[src/rtl/int_port_dispatch_queue_pkg.sv]
// Shared integer-backend types for the per-port dispatch queues, plus the SqN age helper
// that the ROB and LSU flush logic also use.
`ifndef DEC_WIDTH
`define DEC_WIDTH 4
`endif

package int_port_dispatch_queue_pkg;

  localparam int unsigned NUM_ALUS         = 4;
  localparam int unsigned DEC_W            = `DEC_WIDTH;
  localparam int unsigned DISPATCH_Q_DEPTH = 8;
  localparam int unsigned SQN_W            = 7;

  typedef logic [SQN_W-1:0]            SqN;
  typedef logic [$clog2(NUM_ALUS)-1:0] IntUOpOrder_t;

  typedef enum logic [2:0] {
    FU_INT    = 3'd0,
    FU_MUL    = 3'd1,
    FU_DIV    = 3'd2,
    FU_BRANCH = 3'd3,
    FU_CSR    = 3'd4,
    FU_RN     = 3'd5,
    FU_AGU    = 3'd6,
    FU_TRAP   = 3'd7
  } FuncUnit;

  typedef struct packed {
    logic        valid;
    FuncUnit     fu;
    logic [5:0]  opcode;
    logic [31:0] imm;
  } D_UOp;

  // a is younger than b when the modular difference is positive
  function automatic logic SqNYounger(input SqN a, input SqN b);
    SqN d;
    d = a - b;
    return $signed(d) > $signed(SqN'(0));
  endfunction

endpackage

[src/rtl/int_port_dispatch_queue_lane_compactor.sv]
// Prefix-sum network: turns a lane-select mask into packed write offsets and a selected count.
module lane_compactor #(
  parameter int unsigned DW = 4,
  parameter int unsigned CW = $clog2(DW + 1)
) (
  input  logic [DW-1:0]         sel,
  output logic [DW-1:0][CW-1:0] offs,
  output logic [CW-1:0]         cnt
);

  logic [CW-1:0] acc;

  always_comb begin
    acc  = '0;
    offs = '0;
    for (int unsigned i = 0; i < DW; i++) begin
      offs[i] = acc;
      acc     = acc + CW'(sel[i]);
    end
    cnt = acc;
  end

endmodule

[src/rtl/int_port_dispatch_queue.sv]
// In-order dispatch FIFO for one integer ALU port, with flush truncation and registered stall.
// Optional same-cycle bypass from the decode group when empty: define DISPATCH_BYPASS_EN.
module int_port_dispatch_queue
  import int_port_dispatch_queue_pkg::*;
#(
  parameter int unsigned PORT  = 0,
  parameter int unsigned DEPTH = DISPATCH_Q_DEPTH
) (
  input  logic         clk,
  input  logic         rst,
  input  logic         IN_flush,
  input  SqN           IN_flushSqN,
  input  logic         IN_valid,
  input  D_UOp         IN_uop    [`DEC_WIDTH-1:0],
  input  SqN           IN_uopSqN [`DEC_WIDTH-1:0],
  input  IntUOpOrder_t IN_order  [`DEC_WIDTH-1:0],
  output logic         OUT_stall,
  output logic         OUT_valid,
  output D_UOp         OUT_uop,
  output SqN           OUT_uopSqN,
  input  logic         IN_ready
);

  localparam int unsigned DW = DEC_W;
  localparam int unsigned AW = $clog2(DEPTH);
  localparam int unsigned PW = AW + 1;
  localparam int unsigned CW = $clog2(DW + 1);

  logic [PW-1:0] rdPtr_q, rdPtr_d;
  logic [PW-1:0] wrPtr_q, wrPtr_d;
  logic          stall_q, stall_d;

  D_UOp          uop_mem_q [DEPTH];
  SqN            sqn_mem_q [DEPTH];

  logic [DW-1:0]         sel;
  logic [DW-1:0][CW-1:0] offs;
  logic [CW-1:0]         sel_cnt;

  always_comb begin
    for (int unsigned i = 0; i < DW; i++) begin
      sel[i] = IN_valid && IN_uop[i].valid && (IN_order[i] == IntUOpOrder_t'(PORT)) &&
               !(IN_uop[i].fu inside {FU_RN, FU_AGU, FU_TRAP});
    end
  end

  lane_compactor #(.DW(DW), .CW(CW)) u_compactor (
    .sel  (sel),
    .offs (offs),
    .cnt  (sel_cnt)
  );

  logic [PW-1:0] count, count_next, keep;
  logic [PW:0]   free_next;
  logic [AW-1:0] slot;
  logic          empty, head_flushed, deq, bypass, byp_take;
  D_UOp          head_uop, byp_uop;
  SqN            head_sqn, byp_sqn;
  logic [DW-1:0]         wr_en;
  logic [DW-1:0][AW-1:0] wr_slot;

  always_comb begin
    count        = wrPtr_q - rdPtr_q;
    empty        = (count == '0);
    head_uop     = uop_mem_q[rdPtr_q[AW-1:0]];
    head_sqn     = sqn_mem_q[rdPtr_q[AW-1:0]];
    head_flushed = IN_flush && SqNYounger(head_sqn, IN_flushSqN);

    // Younger entries are a tail suffix, so counting survivors gives the new tail directly
    keep = '0;
    for (int unsigned i = 0; i < DEPTH; i++) begin
      slot = rdPtr_q[AW-1:0] + AW'(i);
      if ((PW'(i) < count) && !SqNYounger(sqn_mem_q[slot], IN_flushSqN)) begin
        keep = keep + PW'(1);
      end
    end

`ifdef DISPATCH_BYPASS_EN
    bypass  = empty && !IN_flush && (sel_cnt != '0);
    byp_uop = IN_uop[0];
    byp_sqn = IN_uopSqN[0];
    for (int unsigned i = DW; i > 0; i--) begin
      if (sel[i-1]) begin
        byp_uop = IN_uop[i-1];
        byp_sqn = IN_uopSqN[i-1];
      end
    end
`else
    bypass  = 1'b0;
    byp_uop = '0;
    byp_sqn = '0;
`endif

    OUT_valid  = bypass || (!empty && !head_flushed);
    OUT_uop    = bypass ? byp_uop : head_uop;
    OUT_uopSqN = bypass ? byp_sqn : head_sqn;

    deq      = !empty && !head_flushed && IN_ready;
    byp_take = bypass && IN_ready;

    // A bypassed head takes offset 0, so the rest shift down by one slot
    for (int unsigned i = 0; i < DW; i++) begin
      wr_en[i]   = !IN_flush && sel[i] && !(byp_take && (offs[i] == '0));
      wr_slot[i] = wrPtr_q[AW-1:0] + AW'(offs[i]) - AW'(byp_take);
    end

    rdPtr_d = rdPtr_q + PW'(deq);
    if (IN_flush) begin
      wrPtr_d = rdPtr_q + keep;
    end else begin
      wrPtr_d = wrPtr_q + PW'(sel_cnt) - PW'(byp_take);
    end

    count_next = wrPtr_d - rdPtr_d;
    free_next  = (PW+1)'(DEPTH) - {1'b0, count_next};
    stall_d    = free_next < (PW+1)'(DW);
  end

  always_ff @(posedge clk or posedge rst) begin
    if (rst) begin
      rdPtr_q <= '0;
      wrPtr_q <= '0;
      stall_q <= 1'b0;
    end else begin
      rdPtr_q <= rdPtr_d;
      wrPtr_q <= wrPtr_d;
      stall_q <= stall_d;
    end
  end

  always_ff @(posedge clk) begin
    for (int unsigned i = 0; i < DW; i++) begin
      if (wr_en[i]) begin
        uop_mem_q[wr_slot[i]] <= IN_uop[i];
        sqn_mem_q[wr_slot[i]] <= IN_uopSqN[i];
      end
    end
  end

  assign OUT_stall = stall_q;

endmodule

[config.mk]
export PLATFORM = sky130hd
export DESIGN_NAME = int_port_dispatch_queue
export DESIGN_NICKNAME = d
export VERILOG_FILES = /design/src/rtl/int_port_dispatch_queue_pkg.sv /design/src/rtl/int_port_dispatch_queue_lane_compactor.sv /design/src/rtl/int_port_dispatch_queue.sv
export SDC_FILE = /design/constraint.sdc
export NUM_CORES = 2
export LEC_CHECK = 0
export ABC_AREA = 1
export BUFFER_PORTS_ARGS = -buffer_cell sky130_fd_sc_hd__buf_2
export CELL_PAD_IN_SITES_DETAIL_PLACEMENT = 1
export CELL_PAD_IN_SITES_GLOBAL_PLACEMENT = 2
export CORE_MARGIN = 4
export CORE_UTILIZATION = 38
export DETAILED_ROUTE_END_ITERATION = 12
export GPL_ROUTABILITY_DRIVEN = 0
export HOLD_SLACK_MARGIN = 0.05
export PLACE_DENSITY = 0.83
export SYNTH_ARGS = -nofsm -noshare
export SYNTH_HDL_FRONTEND = slang
export SYNTH_SLANG_ARGS = --single-unit
[constraint.sdc]
create_clock -name clk -period 20.4 [get_ports clk]
set_input_delay 4.08 -clock clk [delete_from_list [all_inputs] [get_ports clk]]
set_output_delay 4.08 -clock clk [all_outputs]
set_load 0.05 [all_outputs]
# After elaboration in Yosys (flattened, before gate mapping)
# Memory sizes are Yosys's and may differ from the RTL's.
# Index checks and enable logic that the tools add are counted.
# totals
n_memories	2
latch_bits	0
in_bits	216
rom_bits	0
output_inout_bits	51
reg_bits	9
ram_bits	392
word_cells	136
# memory_table
memory	depth	width	rd	rd_clocked_by_memory_dff	wr	line_no	rtl
uop_mem_q	8	42	1	0	4	int_port_dispatch_queue.sv:33	D_UOp uop_mem_q [DEPTH];
sqn_mem_q	8	7	8	0	4	int_port_dispatch_queue.sv:34	SqN sqn_mem_q [DEPTH];
# op_classes
muxes	17
magnitude_cmp	17
eq_ne	12
n_div	0
multipliers	0
add_sub_neg	34
shift	0
reduce_logical	51
n_bitwise	0
# op_table
cell	n
$gt A7 B1 Y1 const B	8
$sub A7 B7 Y7	8
$eq A3 B3 Y1 const B	12
$mux W4	8
$add A4 B1 Y4 const B	7
$logic_and A1 B1 Y1	27
$lt A3 B4 Y1 const A	4
$logic_not A1 Y1	15
$add A3 B3 Y3 const B	4
$reduce_bool A3 Y1	4
$add A3 B1 Y3	3
$mux W1	9
$logic_not A2 Y1	4
$lt A1 B4 Y1 const A	2
$lt A2 B4 Y1 const A	2
$sub A4 B4 Y4	2
$add A3 B2 Y3 const B	2
$add A3 B3 Y3	2
$lt A5 B3 Y1 const B	1
$sub A4 B4 Y5 const A	1
$add A4 B1 Y4	1
$add A4 B3 Y4	1
$add A4 B4 Y4	1
$logic_not A4 Y1	1
2 further kinds	2

# Logic depth before layout (Yosys ltp)
# An unclocked memory read counts as a cell.
# depth
word_depth	25
ltp_mapped	58
mapped_depth_nobuf	54

# Modules after synthesis
# From an unflattened synthesis, not the netlist that was laid out.
# unflattened
hier_cells	4123
hier_area_um2	30820.8
# by_module_without_submodules
module	n_inst	seq_area_each_um2	cells_per_inst	area_each_um2
int_port_dispatch_queue	1	11996.5	4099	30636.9
lane_compactor	1	0.0	24	183.9

# Worst setup path before layout
# OpenSTA, ideal clock, no wires.
# synth_timing
path_type	input port to flip-flop
startpoint	input port IN_flushSqN[1]
endpoint	register stall_q (netlist: OUT_stall)
stages	40
arrival_ns	10.322
setup_slack_ns	10.005
cell_sequence	inv_1 fa_1 nand3_1 nand2_1 xor2_1 a21oi_1 nand3b_1 nor3_1 nand3_1 a22oi_1 inv_1 ha_1 inv_1 nand2_4 nand2_2 inv_2 nand2_1 nand3_2 (+4 left out) o21ai_0 ha_1 or2_2 nand2_1 nand2_1 nand2_1 nor2_1 ha_1 o21ai_0 fa_1 mux2i_1 fa_1 nor2_1 nand2_1 xor2_1 xnor2_1 nand3_1 a21oi_2
# synth_via
elab_chain_len	24
word_cells_on_any_way	57
classes_between	add/sub (19); order compare (9); mux (9); reduce/logical (20)
# synth_lines
item	line_no	rtl
start: declaration	int_port_dispatch_queue.sv:12	input SqN IN_flushSqN,
$sub A7 B7 Y7	int_port_dispatch_queue_pkg.sv:38	d = a - b;
$gt A7 B1 Y1	int_port_dispatch_queue_pkg.sv:39	return $signed(d) > $signed(SqN'(0));
$logic_not A1 Y1	int_port_dispatch_queue.sv:73	if ((PW'(i) < count) && !SqNYounger(sqn_mem_q[slot], IN_flushSqN)) begin
$logic_and A1 B1 Y1	int_port_dispatch_queue.sv:73	
$mux W1	int_port_dispatch_queue.sv:73	
$add A4 B1 Y4	int_port_dispatch_queue.sv:74	keep = keep + PW'(1);
$mux W4	int_port_dispatch_queue.sv:73	
$add A4 B1 Y4	int_port_dispatch_queue.sv:74	
(+10 left out)	--	
$mux W4 *	int_port_dispatch_queue.sv:73	
$add A4 B4 Y4 *	int_port_dispatch_queue.sv:109	wrPtr_d = rdPtr_q + keep;
$mux W4 *	int_port_dispatch_queue.sv:108	if (IN_flush) begin
via wrPtr_d[1]	int_port_dispatch_queue.sv:30	logic [PW-1:0] wrPtr_q, wrPtr_d;
$sub A4 B4 Y4 *	int_port_dispatch_queue.sv:114	count_next = wrPtr_d - rdPtr_d;
$sub A4 B4 Y5 *	int_port_dispatch_queue.sv:115	free_next = (PW+1)'(DEPTH) - {1'b0, count_next};
$lt A5 B3 Y1 *	int_port_dispatch_queue.sv:116	stall_d = free_next < (PW+1)'(DW);
via stall_d	int_port_dispatch_queue.sv:31	logic stall_q, stall_d;
end signal: assignment	int_port_dispatch_queue.sv:127	stall_q <= stall_d;
end: declaration	int_port_dispatch_queue.sv:31	
# The timed path passes the listed nets; every way through them passes the cells marked *.

# Worst setup path in the final report
# layout_timing
startpoint	register rdPtr_q[1]
endpoint	register stall_q (netlist: OUT_stall)
# layout_via
elab_chain_len	25
word_cells_on_any_way	76
classes_between	add/sub (27); order compare (17); mux (9); reduce/logical (22); memory (1)
# layout_lines
item	line_no	rtl
start: declaration	int_port_dispatch_queue.sv:29	logic [PW-1:0] rdPtr_q, rdPtr_d;
start signal: assignment	int_port_dispatch_queue.sv:125	rdPtr_q <= rdPtr_d;
$mem_v2 Z8 W7	--	
$sub A7 B7 Y7	int_port_dispatch_queue_pkg.sv:38	
$gt A7 B1 Y1	int_port_dispatch_queue_pkg.sv:39	
$logic_not A1 Y1	int_port_dispatch_queue.sv:73	
$logic_and A1 B1 Y1	int_port_dispatch_queue.sv:73	
$mux W1	int_port_dispatch_queue.sv:73	
$add A4 B1 Y4	int_port_dispatch_queue.sv:74	
$mux W4	int_port_dispatch_queue.sv:73	
(+11 left out)	--	
$mux W4	int_port_dispatch_queue.sv:73	
$add A4 B4 Y4 *	int_port_dispatch_queue.sv:109	
$mux W4 *	int_port_dispatch_queue.sv:108	
via wrPtr_d[1]	int_port_dispatch_queue.sv:30	
$sub A4 B4 Y4 *	int_port_dispatch_queue.sv:114	
$sub A4 B4 Y5 *	int_port_dispatch_queue.sv:115	
$lt A5 B3 Y1 *	int_port_dispatch_queue.sv:116	
via stall_d	int_port_dispatch_queue.sv:31	
# Marked as above.

==> flow_summary.toml <==
[synth]
ys_top_cells_by_area = "edfxtp_1 38%, nand2_1 9.4%, o21ai_0 7.7%"
synth_nets = 4492
synth_largest_area_cell = "edfxtp_1"
syn_area_mm2 = 0.0309
async_flop_share = 0.0224
synth_top_area_frac = 0.381
yosys_warnings = 0
ys_seq_area_frac = 0.389
ys_seq_elements = 401
synth-main-ff-cell = "edfxtp_1"
synth-edff-count = 392
synth_cell_types = 47
syn_area_per_cell_um2 = 7.39
synthCells = 4177

[status]
outcome = "finished, final reports clean"

[route]
wirelength_met1_mm = 61.0
routed_via_density = 6.31
route.met2.wl_mm = 66.4
totalWireLength_mm = 147
top_layer = "met5"
drc = 0
drtIter0Drc = 3352
ant_nets = 0
met3_length_mm = 12.4
drtPass1Iterations = 6
wl_per_cell_um = 28.0
vias = 33135

[die]
start_util = 0.383
die_w_um = 293
io_pins = 267
rows = 104
core-area_mm2 = 0.0805
die_y_um = 293
fp.dieArea_mm2 = 0.0858

[timing]
setup_tns_ns = 0
post-route-period-util = 0.545
skew_ns = 0.0171
relSlewSlack = 0.204
fin_crit_ns = 11.13
hold_viol_final = 0
fmax_mhz = 89.9
rsz0062_at_grt = "no"
setup_viol = 0
worst_pin_slew_ns = 1.19
drv_slew = 0

[pwr]
power_frac_clock = 0.133
p_leak_nw = 13.5
switching_share = 0.552
p_seq_frac = 0.150
switching_power_mw = 3.72
p_comb_frac = 0.717
internal_power_mw = 3.02
powerDensity_mw_per_mm2 = 197
ir_drop_mv = 0.293

[clock_tree]
path_clk_slew_ns = 0.06
cts_hold_buf = 0
ctsResizeCount = 0
cts_tree = "built"
numCtsBuffers = 48
ctsLongestPathBuffers = 3
cts_sinks = 401
insertion_delay_ns = 0.61
h-tree-depth = 2
cts_root_buffer = "clkbuf_16"
cts_setup_buffers = 0

[global_route]
grt_max_degree = 92
first_global_vias = 33377
antenna_found_initial = 19
grt_pass1_wl_mm = 217
grt.overflow.total = 0
grtUsageTotal = 0.331

[setup_path]
start_kind = "register"
path_max_fanout = 73
cpMaxStageDelayCell = "ha_1"
max_stage_delay_ns = 1.04
worstPathRequired_ns = 20.94
path_class = "register to register"
cp.arrival_ns = 11.66
cpMostUsedCell = "nand2_1"
path_buf_inv = 7
cp-end-kind = "register"
crit_family = "adder cells"

[finish]
layout-drive-gt1-share = 0.116
fin_area_mm2 = 0.0342
syn_to_final_growth_pct = 10.7
final_cell_mix = "757 x nand2_1, 499 x nor2_1, 477 x o21ai_0, 392 x edfxtp_1, 279 x a21oi_1"
nets = 4454
final_common_cell = "nand2_1"

[placement]
dpl-instance-area_mm2 = 0.0325
dp.final_hpwl_mm = 87.5
io_buffer_count = 266

[run]
maxCapViolCount = 0

[worst_hold_path]
hp-class = "register to register"
-- final timing paths --
check / startpoint / to / slack (ns) / cells past startpoint
max in group asynchronous: rst / rdPtr_q[0] / 16.63 / 2
max: rdPtr_q[1] / OUT_stall / 9.27 / 47
min reg2reg: rdPtr_q[3] / rdPtr_q[3] / 0.71 / 2
min: rdPtr_q[3] / rdPtr_q[3] / 0.71 / 2
max reg2reg: rdPtr_q[1] / OUT_stall / 9.27 / 47
min in group asynchronous: rst / wrPtr_q[3] / 3.44 / 2
-- logic make-up after synthesis --
logic type	count (synthesis)	synth area share
flip-flops	401	0.389
XOR/XNOR	43	0.0124
adder cells (fa/ha/maj)	99	0.0440
AND/OR/NAND/NOR	1502	0.199
AO/OA/AOI/OAI	1440	0.270
multiplexers	3	0.000973
buffers and inverters	689	0.0848
-- final cells by class --
cell class,instances,area (um2)
antenna,13,32.5
multi-input combinational,3087,16400
fill,9910,46400
sequential,401,12000
tap,1060,1330
timing repair buffer,321,1740
clock buffer,62,1380
clock inverter,26,206
inverter,280,1070
-- tightest hold or removal path: stages, from the launching register on --
cell and delay [ns]:
dfrtp_1 0.45, xor2_1 0.15, inv_1 0.06
-- registers in the layout, summed over array words and instances (netlist names) --
register / cells
OUT_stall: 1
rdPtr_q: 4
wrPtr_q: 4
uop_mem_q: 336
sqn_mem_q: 56
-- stage by stage --
step / total power [mW] / hold WS, ns / instances / utilization / worst slack [ns]
final: 6.74 / 0.707 / 5250 / 0.424 / 9.27
after global routing: 7.39 / 0.756 / 5242 / 0.424 / 8.41
after CTS: 6.72 / 0.698 / 5237 / 0.424 / 9.37
after detailed placement: 5.81 / 0.680 / 5149 / 0.404 / 8.76
after global placement: 5.67 / 0.652 / 5149 / 0.404 / 8.99
after floorplan: 4.64 / 0.560 / 4177 / - / 10.00
-- per-layer routing --
layer	vias to the layer above	global-route usage
met2	1648	0.532
li1	14730	-
met3	421	0.0491
met1	16330	0.445
met4	6	0.142
met5	-	0
-- power groups by stage --
| stage | clock network (mW) | registers, mW | logic, mW |
|---|---|---|---|
| 2_1_floorplan | 0 | 0.988 | 3.65 |
| 3_3_place_gp | 0 | 1.03 | 4.65 |
| 3_5_place_dp | 0 | 1.03 | 4.78 |
| 4_1_cts | 0.899 | 1.01 | 4.81 |
| 5_1_grt | 0.933 | 1.01 | 5.44 |
| 6_report | 0.897 | 1.01 | 4.83 |
-- synthesized netlist by cell type, drive strengths merged (2+ instances only) --
cell / count
a211oi: 49
a21o: 2
a21oi: 280
a31oi: 190
buf: 45
clkbuf: 364
clkinv: 2
dfrtp: 9
edfxtp: 392
fa: 16
ha: 83
inv: 278
mux2i: 3
nand2: 789
nand3: 116
nand3b: 8
nand4: 15
nor2: 510
nor3: 53
nor4: 2
o211ai: 155
o21ai: 478
o221ai: 5
o22ai: 277
or2: 8
xnor2: 19
xor2: 24
Note: power is estimated with default switching activity, not from simulation.
